File: src/rtl/event_led_hub_pkg.sv
// Shared definitions for the event LED hub: FSM state encoding, channel-index
// width helper and the field layout of the LED display word.
package event_hub_pkg;

  typedef enum logic {
    IDLE = 1'b0,
    HOLD = 1'b1
  } hub_state_e;

  // Width of a channel index; a single channel still needs one bit.
  function automatic int ch_w(input int num_ch);
    return (num_ch > 1) ? $clog2(num_ch) : 1;
  endfunction

  // Payload sits at the bottom of the LED word.
  localparam int LED_DATA_LSB = 0;

  // Channel index sits directly above the payload.
  function automatic int led_ch_lsb(input int data_w);
    return LED_DATA_LSB + data_w;
  endfunction

endpackage

File: src/rtl/event_led_hub_if.sv
// Event source bundle: one valid/ready strobe pair per channel plus packed payloads.
interface event_led_hub_if #(
  parameter int NUM_CH = 4,
  parameter int DATA_W = 8
);

  logic [NUM_CH-1:0]        ev_valid;
  logic [NUM_CH*DATA_W-1:0] ev_data;
  logic [NUM_CH-1:0]        ev_ready;

  modport master (output ev_valid, output ev_data, input ev_ready);
  modport slave  (input ev_valid, input ev_data, output ev_ready);

endinterface

File: src/rtl/event_led_hub_fifo.sv
// Single-clock per-channel event FIFO. Pointers carry one extra wrap bit so
// full and empty are told apart without a separate occupancy counter.
module event_fifo #(
  parameter int DATA_W = 8,
  parameter int DEPTH  = 4
) (
  input  logic              clk,
  input  logic              rst,
  input  logic              push,
  input  logic [DATA_W-1:0] din,
  input  logic              pop,
  output logic [DATA_W-1:0] dout,
  output logic              full,
  output logic              empty,
  output logic              ovf_pulse
);

  localparam int AW = $clog2(DEPTH);
  localparam logic [AW:0] PTR_ONE = (AW + 1)'(1);

  logic [DATA_W-1:0] mem [DEPTH];
  logic [AW:0]       wr_ptr;
  logic [AW:0]       rd_ptr;
  logic              do_push;
  logic              do_pop;

  assign empty     = (wr_ptr == rd_ptr);
  assign full      = (wr_ptr[AW] != rd_ptr[AW]) && (wr_ptr[AW-1:0] == rd_ptr[AW-1:0]);
  assign do_push   = push && !full;
  assign do_pop    = pop && !empty;
  assign ovf_pulse = push && full;
  assign dout      = mem[rd_ptr[AW-1:0]];

  // Advance read/write pointers; a blocked push leaves the FIFO untouched.
  // NOTE: sequential state uses non-blocking assignments so every flop samples pre-edge values.
  always_ff @(posedge clk or negedge rst) begin
    if (!rst) begin
      wr_ptr <= '0;
      rd_ptr <= '0;
    end else begin
      if (do_push) wr_ptr <= wr_ptr + PTR_ONE;
      if (do_pop)  rd_ptr <= rd_ptr + PTR_ONE;
    end
  end

  // Store accepted payloads.
  // NOTE: the storage array has no reset; pointers alone define which entries are valid.
  always_ff @(posedge clk) begin
    if (do_push) mem[wr_ptr[AW-1:0]] <= din;
  end

endmodule

File: src/rtl/event_led_hub.sv
// Multi-channel event collector driving the board LEDs: per-channel FIFOs,
// fixed-priority or round-robin arbitration, and a hold timer per shown event.
module event_led_hub
  import event_hub_pkg::*;
#(
  parameter int NUM_CH      = 4,
  parameter int DATA_W      = 8,
  parameter int DEPTH       = 4,
  parameter int WIDTH_LEDS  = 16,
  parameter int HOLD_CYCLES = 1000,
  parameter int ARB_MODE    = 0
) (
  input  logic                  clk,
  input  logic                  rst,
  event_led_hub_if.slave        ev,
  input  logic                  clr_ovf,
  output logic [NUM_CH-1:0]     ovf,
  output logic [WIDTH_LEDS-1:0] leds,
  output logic                  busy
);

  localparam int CH_W   = ch_w(NUM_CH);
  localparam int CH_LSB = led_ch_lsb(DATA_W);
  localparam int HCW    = $clog2(HOLD_CYCLES + 1);

  localparam logic [HCW-1:0]  HOLD_LAST = HCW'(HOLD_CYCLES - 1);
  localparam logic [HCW-1:0]  HOLD_ONE  = HCW'(1);
  localparam logic [CH_W-1:0] LAST_CH   = CH_W'(NUM_CH - 1);
  localparam logic [CH_W-1:0] CH_ONE    = CH_W'(1);

  hub_state_e              state;
  logic [HCW-1:0]          hold_cnt;
  logic [CH_W-1:0]         rr_ptr;
  logic [NUM_CH-1:0]       ovf_q;
  logic [WIDTH_LEDS-1:0]   leds_q;
  logic                    busy_q;

  logic [NUM_CH-1:0]       full;
  logic [NUM_CH-1:0]       empty;
  logic [NUM_CH-1:0]       ovf_pulse;
  logic [NUM_CH-1:0]       pop;
  logic [DATA_W-1:0]       head [NUM_CH];

  logic                    gnt_valid;
  logic [CH_W-1:0]         gnt_idx;
  logic [DATA_W-1:0]       gnt_data;

  for (genvar g = 0; g < NUM_CH; g++) begin : g_ch
    event_fifo #(
      .DATA_W (DATA_W),
      .DEPTH  (DEPTH)
    ) u_fifo (
      .clk       (clk),
      .rst       (rst),
      .push      (ev.ev_valid[g]),
      .din       (ev.ev_data[g*DATA_W +: DATA_W]),
      .pop       (pop[g]),
      .dout      (head[g]),
      .full      (full[g]),
      .empty     (empty[g]),
      .ovf_pulse (ovf_pulse[g])
    );
  end

  // Ready is purely a function of registered FIFO pointers.
  assign ev.ev_ready = ~full;

  // Pick the channel to show: scan from the highest search position down so
  // the first candidate in search order is the last one written.
  // NOTE: every combinational output gets a default first so no latch is inferred.
  always_comb begin
    int              idx;
    logic [CH_W-1:0] cand;
    gnt_valid = 1'b0;
    gnt_idx   = '0;
    idx       = 0;
    cand      = '0;
    for (int k = NUM_CH - 1; k >= 0; k--) begin
      if (ARB_MODE == 0) begin
        idx = k;
      end else begin
        idx = int'(rr_ptr) + k;
        if (idx >= NUM_CH) idx = idx - NUM_CH;
      end
      cand = CH_W'(idx);
      if (!empty[cand]) begin
        gnt_valid = 1'b1;
        gnt_idx   = cand;
      end
    end
  end

  // Pop the granted channel only on the IDLE-to-HOLD transition.
  always_comb begin
    pop = '0;
    for (int i = 0; i < NUM_CH; i++) begin
      pop[i] = (state == IDLE) && gnt_valid && (gnt_idx == CH_W'(i));
    end
  end

  assign gnt_data = head[gnt_idx];

  // Sticky overflow flags; a new overflow beats a simultaneous clear.
  always_ff @(posedge clk or negedge rst) begin
    if (!rst) begin
      ovf_q <= '0;
    end else begin
      ovf_q <= (clr_ovf ? '0 : ovf_q) | ovf_pulse;
    end
  end

  // Display FSM: grant and load the LED word in IDLE, count out the hold in HOLD.
  always_ff @(posedge clk or negedge rst) begin
    if (!rst) begin
      state    <= IDLE;
      hold_cnt <= '0;
      rr_ptr   <= '0;
      leds_q   <= '0;
      busy_q   <= 1'b0;
    end else begin
      leds_q[WIDTH_LEDS-1] <= |ovf_q;
      case (state)
        IDLE: begin
          if (gnt_valid) begin
            leds_q[LED_DATA_LSB +: DATA_W] <= gnt_data;
            leds_q[CH_LSB +: CH_W]         <= gnt_idx;
            hold_cnt                       <= '0;
            rr_ptr                         <= (gnt_idx == LAST_CH) ? '0 : gnt_idx + CH_ONE;
            busy_q                         <= 1'b1;
            state                          <= HOLD;
          end
        end
        HOLD: begin
          hold_cnt <= hold_cnt + HOLD_ONE;
          if (hold_cnt == HOLD_LAST) begin
            busy_q <= 1'b0;
            state  <= IDLE;
          end
        end
        default: state <= IDLE;
      endcase
    end
  end

  assign ovf  = ovf_q;
  assign leds = leds_q;
  assign busy = busy_q;

endmodule

File: src/flat_wrapper.sv
// flat-port wrapper written by rule: the top's interface ports become plain ports
module event_led_hub_flat import event_hub_pkg::*;
#(
  parameter int NUM_CH      = 4,
  parameter int DATA_W      = 8,
  parameter int DEPTH       = 4,
  parameter int WIDTH_LEDS  = 16,
  parameter int HOLD_CYCLES = 1000,
  parameter int ARB_MODE    = 0
)
  (clk, rst, clr_ovf, ovf, leds, busy, ev_ev_valid, ev_ev_data, ev_ev_ready);
  event_led_hub_if #(.NUM_CH(NUM_CH), .DATA_W(DATA_W)) ev_i ();
  input  logic clk;
  input  logic rst;
  input  logic clr_ovf;
  output logic [NUM_CH-1:0] ovf;
  output logic [WIDTH_LEDS-1:0] leds;
  output logic busy;
  input wire logic [$bits(ev_i.ev_valid)-1:0] ev_ev_valid;
  input wire logic [$bits(ev_i.ev_data)-1:0] ev_ev_data;
  output wire logic [$bits(ev_i.ev_ready)-1:0] ev_ev_ready;
  assign ev_i.ev_valid = ev_ev_valid;
  assign ev_i.ev_data = ev_ev_data;
  assign ev_ev_ready = ev_i.ev_ready;
  event_led_hub #(.NUM_CH(NUM_CH), .DATA_W(DATA_W), .DEPTH(DEPTH), .WIDTH_LEDS(WIDTH_LEDS), .HOLD_CYCLES(HOLD_CYCLES), .ARB_MODE(ARB_MODE)) u_core (.clk(clk), .rst(rst), .ev(ev_i), .clr_ovf(clr_ovf), .ovf(ovf), .leds(leds), .busy(busy));
endmodule
File: config.mk
export PLATFORM = sky130hd
export DESIGN_NAME = event_led_hub_flat
export DESIGN_NICKNAME = d
export VERILOG_FILES = /design/src/rtl/event_led_hub_pkg.sv /design/src/rtl/event_led_hub_if.sv /design/src/rtl/event_led_hub_fifo.sv /design/src/rtl/event_led_hub.sv /design/src/flat_wrapper.sv
export SDC_FILE = /design/constraint.sdc
export NUM_CORES = 1
export LEC_CHECK = 0
export CORE_MARGIN = 2
export CORE_UTILIZATION = 45
export CTS_BUF_LIST = sky130_fd_sc_hd__clkbuf_4 sky130_fd_sc_hd__clkbuf_8
export DETAILED_ROUTE_END_ITERATION = 16
export DONT_BUFFER_PORTS = 1
export REMOVE_ABC_BUFFERS = 1
export SYNTH_ARGS = -nofsm -noshare
export SYNTH_HDL_FRONTEND = slang
export SYNTH_SLANG_ARGS = --single-unit
File: constraint.sdc
create_clock -name clk -period 1.9 [get_ports clk]
set_clock_uncertainty 0.15 [all_clocks]
set_input_delay 0.38 -clock clk [delete_from_list [all_inputs] [get_ports clk]]
set_output_delay 0.38 -clock clk [all_outputs]
set_load 0.05 [all_outputs]
Word level (Yosys, flattened, before mapping)
Memories as Yosys holds them, arrays and structs flattened. Cells that the tools add are included.

Flip-flop bits (word level): 51. Memory bits (writable): 128. Bits of input ports: 39. Output and inout bits: 25. Word-level logic and storage cells: 111. Memories: 4.

Memories: u_core.g_ch[0].u_fifo.mem (words 4, width 8, read ports 1, clocked after Yosys merged registers in 0, write ports 1, line event_led_hub_fifo.sv:21) `logic [DATA_W-1:0] mem [DEPTH];`; u_core.g_ch[1].u_fifo.mem (words 4, width 8, read ports 1, clocked after Yosys merged registers in 0, write ports 1, line event_led_hub_fifo.sv:21); u_core.g_ch[2].u_fifo.mem (words 4, width 8, read ports 1, clocked after Yosys merged registers in 0, write ports 1, line event_led_hub_fifo.sv:21); u_core.g_ch[3].u_fifo.mem (words 4, width 8, read ports 1, clocked after Yosys merged registers in 0, write ports 1, line event_led_hub_fifo.sv:21).

Add/sub/neg operators: 9. $lt $le $gt $ge: 1. Eq/ne operators: 18. Mux-type cells: 28. Bitwise gates (word level): 4. Reductions and logical operators: 33.

Operators by type and width (count): 3-bit by 1-bit adder with 3-bit output (second input constant) (8); 1-bit logical AND (21); 10-bit case mux with 2 select lines (1); 8-bit binary-select mux with 2-bit select (1); 1-bit two-way mux (16); 8-bit two-way mux (2); 3-bit equality test (4); 10-bit by 1-bit adder with 10-bit output (second input constant) (1); 10-bit equality test (second input constant) (1); 10-bit two-way mux (1); 2-bit equality test (4); 1-bit logical NOT (8); 2-bit two-way mux (4); 2-bit equality test (second input constant) (2); 4-bit two-way mux (1); 1-bit != test (4); 4-bit inverter (1); 4-bit OR (1); 1-bit case mux with 2 select lines (2); 2-bit AND reduction (2); 4-bit OR reduction (1); 3-bit greater-or-equal comparator (second input constant) (1); 2-bit inverter with 3-bit output (1); 2-bit by 1-bit equality test with 1-bit output (second input constant) (1); other kinds (4) (4).

Depth between registers and ports, before layout
Depth after elaboration: 9. Gate-level depth with buffers: 7. Gate-level depth less buffers: 5.

By module
A second synthesis with hierarchy kept.

Cells, all modules: 545. Area total of the unflattened synthesis: 8242.9 µm².

By module, submodules not included: event_fifo at u_core.g_ch[2].u_fifo ... (instances 2, cells an instance 91, area each 1634.1 µm², seq. area each 1111.1 µm²); event_fifo at u_core.g_ch[1].u_fifo (instances 1, cells an instance 91, area each 1716.6 µm², seq. area each 1111.1 µm²); event_fifo at u_core.g_ch[0].u_fifo (instances 1, cells an instance 91, area each 1640.3 µm², seq. area each 1111.1 µm²); event_led_hub (instances 1, cells an instance 181, area each 1617.8 µm², seq. area each 675.6 µm²).

Worst setup path before layout
OpenSTA, ideal clock, no wires.

Path type: register -> register. From: register u_core.g_ch[0].u_fifo.rd_ptr[0]. To: register u_core.g_ch[0].u_fifo.wr_ptr[2]. Setup time: 0.140 ns. Data arrival time: 1.971 ns. Data required time: 1.610 ns. Slack: -0.361 ns. Cell stages (with the launch flop): 6. Path buffers: 1. Period minus slack after synthesis: 2.261 ns. Path through: dfrtp_1 > buf_4 > xnor2_1 > nand3b_1 > and3_1 > xor2_1.

Cells in the longest elaborated chain, start to end: 4.

Ends and longest elaborated chain: from (decl) (line event_led_hub_fifo.sv:23) `logic [AW:0] rd_ptr;`; from (signal assigned) (line event_led_hub_fifo.sv:42) `if (do_pop) rd_ptr <= rd_ptr + PTR_ONE;`; 2-bit equality test (line event_led_hub_fifo.sv:28) `assign full = (wr_ptr[AW] != rd_ptr[AW]) && (wr_ptr[AW-1:0] == rd_ptr[AW-1:0]);`; 1-bit logical AND (line event_led_hub_fifo.sv:28); 1-bit logical NOT (line event_led_hub_fifo.sv:29) `assign do_push = push && !full;`; 1-bit logical AND (line event_led_hub_fifo.sv:29); to (signal assigned) (line event_led_hub_fifo.sv:41) `if (do_push) wr_ptr <= wr_ptr + PTR_ONE;`; to (decl) (line event_led_hub_fifo.sv:22) `logic [AW:0] wr_ptr;`.

No other way between the ends. A chain may end at the register's enable or synchronous reset.

Final worst setup path
From: register u_core.g_ch[1].u_fifo.wr_ptr[0]. To: output port ev_ev_ready[1].

Cells in the longest elaborated chain, start to end: 3.

Ends and longest elaborated chain: from (decl) (line event_led_hub_fifo.sv:22); from (signal assigned) (line event_led_hub_fifo.sv:41); 2-bit equality test (line event_led_hub_fifo.sv:28); 1-bit logical AND (line event_led_hub_fifo.sv:28); 4-bit inverter (line event_led_hub.sv:66) `assign ev.ev_ready = ~full;`; to (decl) (line flat_wrapper.sv:21) `output wire logic [$bits(ev_i.ev_ready)-1:0] ev_ev_ready;`.

No other way between the ends.

==> impl_metrics.toml <==
[yosys]
syn_inst = 453
synth_ff_type = "edfxtp_1"
synth-edff-count = 128
synth_top_area_share_pct = 50.9
synth_top_family_by_area = "multiplexers"
synth_xor_area_share_pct = 4.02
synth.cell_area_um2 = 7560
synth.area.top_cells = "edfxtp_1 (51%), dfrtp_1 (17%), mux4_2 (9.5%)"
seq_area_frac_synth_pct = 67.7
synth-seq-cells = 179
synth_top_area_cell = "edfxtp_1"
synth-async-reset-ratio_pct = 28.5
yosys_warnings = 5
synth_compound_area_share_pct = 4.44
synth.area.mux_share_pct = 10.6
syn_avg_cell_area_um2 = 16.7
synthAdderAreaFrac_pct = 3.48
synthSimpleGateAreaFrac_pct = 7.33
yosysUniqueCellTypes = 45

[finish]
register_area_um2 = 5120
final_util_pct = 60.8
multiInputGateArea_um2 = 2610
stdcell_count = 843
diodes = 0
nets = 670
drive_gt1_share_pct = 39.3
stdcell_area_um2 = 10100
synthToLayoutAreaGrowth_pct = 33.0
num-fill-cells = 1209

[worst_setup_path]
rr_startpoint = "u_core.g_ch[1].u_fifo.wr_ptr[2]$_DFFE_PN0P_"
slowest_stage = "dfrtp_1"
end_kind = "output port"
slowest_delay_ns = 0.42
r2r-end = "u_core.leds[2]$_DFFE_PN0N_"
r2r_slack_ns = -0.08
cp.depth = 4
setup.worst_path.class = "reg2out"
cp_max_fo = 3
worstSetupEndpoint = "ev_ev_ready[1]"
rr_worst_depth = 7
crit_arrival_ns = 1.49
start_kind = "flip-flop"
worstPathCellList = "xnor2_2 -> buf_4 -> nand3_2 -> buf_8"
critPathTopFamily = "flip-flops"
cp_num_buf_inv = 2
startpoint = "u_core.g_ch[1].u_fifo.wr_ptr[0]$_DFFE_PN0P_"
cp_data_required_time_ns = 1.37

[drt]
wl_per_cell_um = 18.8
firstDrtPassIters = 4
drt-initial-drc-count = 297
drt-total-wl_mm = 15.8
vias_per_cell = 5.16
dr_total_vias = 4350
drc_errors = 0
antenna_left = 0

[clock_network]
insertion_delay_ns = 0.45
root_buffer = "clkbuf_8"
clockBufferDepth = 2
cts.sinks = 179
cts_tree = "yes"
cts_made_buffers = 17
clk_pin_slew_worst_paths_ns = 0.08
htree_levels = 4

[sta]
slew_viol_final = 0
tightestPinTransition_ns = 0.528
hold_viol = 0
worst_slack_ns = -0.122
setup_viol = 27
slew_headroom_pct = 64.8
rsz0062_at_grt = "true"
final.min_clock_period_ns = 2.02
period_share_pct = 106
fmax_mhz = 495

[hold_path]
hp-class = "in2reg"
worstHoldPathCells = 2

[placed_design]
dp.cells = 741
place_congestion = 0.768
place_area_um2 = 8470
portBuffers = 0
post-dp-hpwl_mm = 10.9
place_ws_ns = -0.0960

[floorplan]
core-area_um2 = 16500
num_rows = 47
fp.dieH_um = 134
pin_count = 64
die-area_um2 = 17800
start_util_pct = 45.7
die_w_um = 134

[grt]
gr-total-overflow = 0
grt_usage_pct = 18.6
grt_max_degree = 52
antenna_found_initial = 0
grt_pass1_wl_mm = 24.5
first_global_vias = 4555

[job]
cap_violations = 0

[power]
p_leak_nw = 3.86
pwr-share-seq_pct = 42.7
finalPower_mw = 12.4
vdd_drop_max_v = 0.000940
switchingPower_mw = 3.72
p_int_mw = 8.70
p_sw_share_pct = 29.9
comb_power_share_pct = 32.6
power.share.clock_pct = 24.6
powerDensity_nw_per_um2 = 1240

[status]
status = "complete, but fails checks"
violations = "setup timing"
## power groups by stage
stage / Combinational, mW / Sequential (mW) / Clock, mW
after CTS: 3.73 / 5.30 / 3.12
after global placement: 3.03 / 5.33 / 0
after global routing: 4.36 / 5.37 / 3.28
final: 4.05 / 5.31 / 3.06
after detailed placement: 3.09 / 5.37 / 0
after floorplan: 1.53 / 5.42 / 0
## layout make-up
type | count | area share, %
flip-flops and latches | 179 | 50.9
well taps | 220 | 2.74
inverters | 17 | 0.635
clock inverters | 13 | 2.29
repair buffers | 153 | 14.9
multi-input cells | 242 | 26.0
clock buffers | 19 | 2.54
## kinds of logic (layout without fill, tap and decap cells)
logic type	count (synthesis)	after routing
flops	179	179
fa+ha+maj	21	21
simple gates	93	93
compound gates	51	51
other cells	1	5
mux	39	39
xor+xnor	33	33
buf+inv	36	202
## worst min-delay path by stage
stage / slack, ns / to / startpoint
global placement: -0.06 / u_core.busy$_DFFE_PN0P_ / rst
global route: 0.03 / u_core.g_ch[0].u_fifo.wr_ptr[0]$_DFFE_PN0P_ / ev_ev_valid[0]
finish: 0.05 / u_core.g_ch[0].u_fifo.wr_ptr[0]$_DFFE_PN0P_ / ev_ev_valid[0]
CTS: 0.02 / u_core.g_ch[0].u_fifo.wr_ptr[0]$_DFFE_PN0P_ / ev_ev_valid[0]
floorplan: -0.07 / u_core.busy$_DFFE_PN0P_ / rst
detailed placement: -0.06 / u_core.hold_cnt[4]$_DFFE_PN0P_ / rst
## through the flow
step,TNS [ns],hold slack (ns)
global route,-6.84,0.0329
global placement,-0.284,-0.0640
finish,-1.36,0.0535
floorplan,-34.63,-0.0656
detailed placement,-0.699,-0.0645
CTS,-0.879,0.0206
## routing by layer
metal,wire length [µm],GRT usage (%),up-vias
met1,6920,23.9,2227
met4,214,5.97,0
li1,-,-,2027
met5,0,0,-
met3,626,4.72,16
met2,8080,31.2,80
## worst reg2reg max path, cell delays in order (launching register included)
cell and delay [ns]:
dfrtp_1 0.42, xor2_2 0.20, nand3b_2 0.31, buf_4 0.22
o31ai_4 0.22, buf_6 0.18, a22oi_1 0.09, a31oi_1 0.13
## cells in the mapped netlist, types with 2 or more instances
cell type	number
edfxtp_1	128
dfrtp_1	51
mux4_2	32
and2_1	21
ha_1	21
inv_1	17
nor2_1	16
o21ai_0	16
xnor2_1	16
xor2_1	15
and3_1	13
a31oi_1	11
nand2_1	11
buf_4	10
a22oi_1	8
buf_2	6
mux2_2	6
nand3_1	6
nand4_1	6
nand3b_1	4
o22ai_1	4
a21oi_1	3
clkbuf_1	3
o21ai_1	3
nor3_1	2
o22a_1	2
or2_2	2
or3_4	2
xnor2_2	2
## registers in the layout, indices dropped and copies added (netlist names)
| register | flops |
|---|---|
| u_core.leds | 11 |
| u_core.g_ch.u_fifo.rd_ptr | 12 |
| u_core.ovf | 4 |
| u_core.busy | 1 |
| u_core.g_ch.u_fifo.mem | 128 |
| u_core.hold_cnt | 10 |
| u_core.g_ch.u_fifo.wr_ptr | 12 |
| u_core.state | 1 |
## what timing repair did
item	CTS	global route
gates cloned	0	2
setup endpoints to repair	39	98
resized for setup	61	37
hold endpoints to repair	183	0
buffers inserted	17	14
pin swaps	28	13
hold buffers	39	0
## layout by cell type, fill, tap and decap left out, types with 4 or more instances in the layout
| cell | instances |
|---|---|
| edfxtp_1 | 128 |
| nand2_1 | 10 |
| and2_1 | 13 |
| a22oi_2 | 7 |
| and2_4 | 8 |
| clkbuf_8 | 18 |
| xnor2_2 | 6 |
| nor2_1 | 14 |
| mux2_2 | 4 |
| dlygate4sd3_1 | 38 |
| xor2_2 | 6 |
| dfrtp_1 | 50 |
| mux4_2 | 32 |
| xnor2_4 | 4 |
| buf_4 | 80 |
| bufinv_16 | 6 |
| xor2_1 | 9 |
| a31oi_1 | 10 |
| o21ai_0 | 6 |
| buf_6 | 21 |
| ha_1 | 21 |
| xnor2_1 | 8 |
| and3_1 | 13 |
| nand3b_1 | 4 |
| inv_1 | 17 |
| o21ai_1 | 7 |
| o21ai_2 | 6 |
| buf_12 | 11 |
| conb_1 | 5 |
| nand4_1 | 6 |
| o22ai_1 | 4 |
No activity file was read; power rests on OpenSTA's default activity.
